**src/rtl/em_pipe_reg_pkg.sv**
```systemverilog
`default_nettype none
// ============================================================================
//  Module      : em_pipe_reg_pkg
//  Description : Shared constants for the execute-to-memory pipeline register:
//                exception codes, result-select and execute-fault encodings,
//                default reset/handler PCs and the exception-merge helper.
//  Revision    : 1.0  initial release
// ============================================================================
package em_pipe_reg_pkg;

    // Exception codes as seen by CP0
    localparam logic [4:0] EXC_NONE = 5'd0;
    localparam logic [4:0] EXC_ADEL = 5'd4;
    localparam logic [4:0] EXC_ADES = 5'd5;
    localparam logic [4:0] EXC_OV   = 5'd12;

    // Result-source selector (value 3 is treated as ALU)
    localparam logic [1:0] RES_ALU  = 2'd0;
    localparam logic [1:0] RES_MDU  = 2'd1;
    localparam logic [1:0] RES_PC8  = 2'd2;

    // Execute-stage fault encodings
    localparam logic [1:0] OV_NONE  = 2'd0;
    localparam logic [1:0] OV_ARITH = 2'd1;
    localparam logic [1:0] OV_LOAD  = 2'd2;
    localparam logic [1:0] OV_STORE = 2'd3;

    // Default PC values
    localparam logic [31:0] DEF_RESET_PC   = 32'h0000_3000;
    localparam logic [31:0] DEF_HANDLER_PC = 32'h0000_4180;

    // An exception from an earlier stage takes precedence over an execute fault
    function automatic logic [4:0] merge_exc(input logic [4:0] exc_in,
                                             input logic [1:0] ov);
        logic [4:0] r;
        if (exc_in != EXC_NONE) begin
            r = exc_in;
        end else begin
            case (ov)
                OV_ARITH: r = EXC_OV;
                OV_LOAD:  r = EXC_ADEL;
                OV_STORE: r = EXC_ADES;
                default:  r = EXC_NONE;
            endcase
        end
        return r;
    endfunction

endpackage : em_pipe_reg_pkg
`default_nettype wire

```
**src/rtl/em_pipe_reg.sv**
```systemverilog
`default_nettype none
// ============================================================================
//  Module      : em_pipe_reg
//  Description : Execute-to-memory pipeline register. Selects the E-stage
//                result, decrements Tnew, merges execute faults into the
//                exception code and applies req/flush/stall rules.
//  Revision    : 1.0  initial release
// ============================================================================
module em_pipe_reg
    import em_pipe_reg_pkg::*;
#(
    parameter logic [31:0] RESET_PC   = DEF_RESET_PC,
    parameter logic [31:0] HANDLER_PC = DEF_HANDLER_PC
) (
    input  logic        clk,
    input  logic        reset,
    input  logic        req,
    input  logic        flush,
    input  logic        stall,
    input  logic [31:0] E_pc,
    input  logic [31:0] E_instr,
    input  logic [31:0] E_alu,
    input  logic [31:0] E_mdu,
    input  logic [31:0] E_rt_data,
    input  logic [1:0]  E_res_sel,
    input  logic [4:0]  E_wa,
    input  logic [1:0]  E_tnew,
    input  logic [4:0]  E_exccode,
    input  logic [1:0]  E_ov,
    input  logic        E_bd,
    output logic [31:0] M_pc,
    output logic [31:0] M_instr,
    output logic [31:0] M_res,
    output logic [31:0] M_rt_data,
    output logic [4:0]  M_wa,
    output logic [1:0]  M_tnew,
    output logic [4:0]  M_exccode,
    output logic        M_bd,
    output logic        M_valid
);

    logic [31:0] res_d;
    logic [1:0]  tnew_d;
    logic [4:0]  exc_d;

    logic [31:0] pc_q;
    logic [31:0] instr_q;
    logic [31:0] res_q;
    logic [31:0] rt_data_q;
    logic [4:0]  wa_q;
    logic [1:0]  tnew_q;
    logic [4:0]  exc_q;
    logic        bd_q;
    logic        valid_q;

    // Result select, Tnew countdown and exception merge ahead of the register
    always_comb begin
        res_d = E_alu;
        case (E_res_sel)
            RES_MDU: res_d = E_mdu;
            RES_PC8: res_d = E_pc + 32'd8;
            default: res_d = E_alu;
        endcase
        tnew_d = (E_tnew == 2'd0) ? 2'd0 : (E_tnew - 2'd1);
        exc_d  = merge_exc(E_exccode, E_ov);
    end

    // Pipeline register: reset > req > flush > stall > load
    always_ff @(posedge clk or negedge reset) begin
        if (!reset) begin
            pc_q      <= RESET_PC;
            instr_q   <= '0;
            res_q     <= '0;
            rt_data_q <= '0;
            wa_q      <= '0;
            tnew_q    <= '0;
            exc_q     <= '0;
            bd_q      <= 1'b0;
            valid_q   <= 1'b0;
        end else if (req || flush) begin
            // Both insert a bubble; flush keeps PC/BD so CP0 can form EPC
            pc_q      <= req ? HANDLER_PC : E_pc;
            bd_q      <= req ? 1'b0 : E_bd;
            instr_q   <= '0;
            res_q     <= '0;
            rt_data_q <= '0;
            wa_q      <= '0;
            tnew_q    <= '0;
            exc_q     <= '0;
            valid_q   <= 1'b0;
        end else if (!stall) begin
            pc_q      <= E_pc;
            instr_q   <= E_instr;
            res_q     <= res_d;
            rt_data_q <= E_rt_data;
            wa_q      <= E_wa;
            tnew_q    <= tnew_d;
            exc_q     <= exc_d;
            bd_q      <= E_bd;
            valid_q   <= 1'b1;
        end
    end

    assign M_pc      = pc_q;
    assign M_instr   = instr_q;
    assign M_res     = res_q;
    assign M_rt_data = rt_data_q;
    assign M_wa      = wa_q;
    assign M_tnew    = tnew_q;
    assign M_exccode = exc_q;
    assign M_bd      = bd_q;
    assign M_valid   = valid_q;

endmodule : em_pipe_reg
`default_nettype wire

```
**config.mk**
```make
export PLATFORM = sky130hd
export DESIGN_NAME = em_pipe_reg
export DESIGN_NICKNAME = d
export VERILOG_FILES = /design/src/rtl/em_pipe_reg_pkg.sv /design/src/rtl/em_pipe_reg.sv
export SDC_FILE = /design/constraint.sdc
export NUM_CORES = 1
export LEC_CHECK = 0
export ABC_AREA = 1
export BUFFER_PORTS_ARGS = -buffer_cell sky130_fd_sc_hd__clkbuf_2
export CAP_MARGIN = 20
export CORE_MARGIN = 4
export CORE_UTILIZATION = 50
export CTS_BUF_LIST = sky130_fd_sc_hd__clkbuf_8 sky130_fd_sc_hd__clkbuf_16
export CTS_CLUSTER_SIZE = 25
export DETAILED_ROUTE_END_ITERATION = 12
export PLACE_DENSITY_LB_ADDON = 0.1
export RECOVER_POWER = 100
export SETUP_SLACK_MARGIN = 0.02
export SYNTH_ARGS = -nofsm -noshare
export SYNTH_HDL_FRONTEND = slang
export SYNTH_SLANG_ARGS = --single-unit
```
**constraint.sdc**
```tcl
create_clock -name clk -period 1.45 [get_ports clk]
set_input_delay 0.29 -clock clk [delete_from_list [all_inputs] [get_ports clk]]
set_output_delay 0.29 -clock clk [all_outputs]
set_load 0.05 [all_outputs]
```
==> flow_summary.ini <==
[grt]
overflow = 0
antenna_found_initial = 1
grt_pass1_wl_microns = 36300
grt_max_degree = 56
grt_util_all_layers = 0.295
grt_pass1_vias = 6776

[floorplanning]
die_h_microns = 125
ioPinCount = 324
die_w_microns = 125
start_util = 0.512
placement_rows = 42
die_area_sq_mm = 0.0155
core_area_sq_mm = 0.0133

[place]
place_hpwl_microns = 17900
gp_congestion = 0.991
port_buffers = 323
place_ws_ns = -0.107
dpl.cell_count = 1312

[setup_path]
cp-start-kind = register
r2r_start = M_pc[12]
cp.arrival_ns = 1.14
crit_buf_inv = 1
cp_top_family = flip-flops
crit_start = M_pc[13]
crit_chain = clkbuf_16
crit_slowest_cell = dfstp_2
cpPeakStageDelay_ns = 0.56
worstSetupPathType = reg -> out
critPathRequiredTime_ns = 1.16
end_kind = output pin
cp_max_fo = 2
ff2ff_path_depth = 3
cp.depth = 1

[clock_tree]
cts.sinks = 142
clock-root-buffer = clkbuf_16
cts_buffers = 17
cts_tree = built
clkLatencyLatePin_ns = 0.41
htree_levels = 4
cts.reportedPaths.clkPinSlew_ns = 0.06
clockBufferDepth = 2

[sta]
period_minus_slack_ns = 1.43
maxSlewHeadroom = 0.501
hold_viol_final = 0
report.final.setup_viol = 0
grt_setup_unrepaired = true
worst_pin_slew_ns = 0.748
worst_clock_skew_ns = 0
layout_setup_ws_ns = 0.0222
fmax_ghz = 0.700
finalCritPeriodShare = 0.985
drv_slew = 0

[layout]
final_layout_size_suffix_gt1_frac = 0.374
syn_to_final_growth_pct = 41.5
nets = 1342
fillers = 1076
stdcell_count = 1347

[synthesis]
synth_seq_cells = 142
yosysTopAreaCellShare = 0.515
netlist_instances = 792
synth_area_sq_mm = 0.00681
avgSynthCellArea_sq_um = 8.60
yosysSeqAreaShare = 0.522
yosys.area.top_type = dfrtp_1
yosys_warnings = 0
synthTopCellsByArea = dfrtp_1 51%, nand2_1 13%, a22o_1 8.9%, nor2_1 5.1%, a21oi_1 2.9%
synth_nets = 977
synth.distinct_cells = 33

[power_and_ir_drop]
power.leakage_nw = 5.32
ir_worst_vdd_uv = 657
power.internal_w = 0.00747
pwr-share-comb = 0.187
switching_share = 0.296
p_switching_w = 0.00314
pwr-share-seq = 0.399
powerDensity_mw_per_mm2 = 1100
power_frac_clock = 0.414

[worst_hold_path]
hold_depth = 3
hp-class = in -> reg
min_from = E_alu[4]

[detailed_routing]
ant_nets = 0
drt_iter0_drc = 560
num_vias = 6889
drt-pass1-iter-count = 5
drc = 0
wl_microns = 23000
via_per_inst = 5.11
detail_route.wl_per_cell_microns = 17.1

[job]
max_cap_viol_count = 0

[run_status]
outcome = finished, final reports clean
==> tightest hold or removal path, cell delays in order <==
cell and delay, ns:
clkbuf_2 0.07, o21ai_0 0.06, nand2_1 0.05
==> kinds of logic after synthesis <==
group                      Yosys count  synth area share
AOI/OAI and AO/OA                  180             0.182
adders and majority gates            3           0.00551
buffers and inverters               83            0.0599
DFF                                142             0.522
and+or+nand+nor                    384             0.230
==> cell usage after synthesis (all sizes together) <==
cell      n
a32o      2
dfrtp   140
clkbuf   22
dfstp     2
or2       4
a221oi    1
o211ai    4
nand2   242
nand3b    1
o21bai    4
ha        3
o31ai    17
nor2    100
a31oi     2
o21ai    41
a22o     69
buf      24
and2      1
nor3      1
inv      37
nand3    35
a21oi    40
==> through the flow <==
stage	hold slack [ns]	setup TNS, ns	utilization	power, W	area, sq um
finish	0.0988	0	0.725	0.0106	9640
global route	0.0917	-0.171	0.725	0.0110	9640
CTS	0.0877	0	0.729	0.0107	9700
detailed placement	0.179	-0.815	0.680	0.00628	9040
global placement	0.176	-0.466	0.680	0.00626	9040
floorplan	-0.00559	0	-	0.00542	6810
==> state kept, by name, summed over array words and instances (netlist names) <==
signal / flops
M_tnew: 2
M_exccode: 5
M_rt_data: 32
M_res: 32
M_pc: 32
M_bd: 1
M_valid: 1
M_instr: 32
M_wa: 5
==> placed cells by master, fill, tap and decap left out, types with 17 or more instances in the layout <==
cell       count
clkbuf_2     325
nand2_1      237
dfrtp_1      140
nor2_1        91
a22o_1        69
buf_4         51
a21oi_1       40
inv_1         39
o21ai_0       39
nand3_1       35
clkbuf_16     19
o31ai_1       17
==> routing by layer <==
metal,vias to the layer above,part of all wire,global-route usage
met1,3151,0.40,0.370
met4,0,0.032,0.120
met5,-,0,0
li1,3390,-,-
met2,297,0.50,0.495
met3,51,0.068,0.0660
==> worst paths after layout <==
| check | slack, ns | end |
|---|---|---|
| worst max-delay path | 0.02 | M_pc[13] |
| worst min-delay path | 0.1 | M_res[4] |
| worst max register to register | 0.57 | M_pc[12] |
| worst min register to register | 0.48 | M_res[7] |
| max in group asynchronous | 0.17 | M_res[19] |
| min in group asynchronous | 0.48 | M_rt_data[27] |
==> power by group through the flow <==
stage          combinational [W]  sequential, W  clock (W)
2_1_floorplan           0.000541        0.00488          0
3_3_place_gp             0.00198        0.00429          0
3_5_place_dp             0.00199        0.00429          0
4_1_cts                  0.00201        0.00423    0.00443
5_1_grt                  0.00213        0.00425    0.00462
6_report                 0.00199        0.00423    0.00439
==> what timing repair did <==
action                                 4_1_cts  5_1_grt
buffers inserted                             1        0
endpoints found under the hold margin       22        0
resized for setup                            6        2
setup endpoints to repair                    2        4
hold buffers                                 1        0
pin swaps                                    0        0
==> cell type report <==
class | count | area (sq um) | area share
Antenna cell | 1 | 2.50 | 0.000260
Sequential cell | 142 | 3560 | 0.369
Tap cell | 176 | 220 | 0.0229
Clock buffer | 17 | 425 | 0.0441
Inverter | 37 | 139 | 0.0144
Multi-Input combinational cell | 567 | 2850 | 0.296
Timing Repair Buffer | 392 | 2270 | 0.236
Clock inverter | 15 | 170 | 0.0177
(Power assumes the default switching activity.)
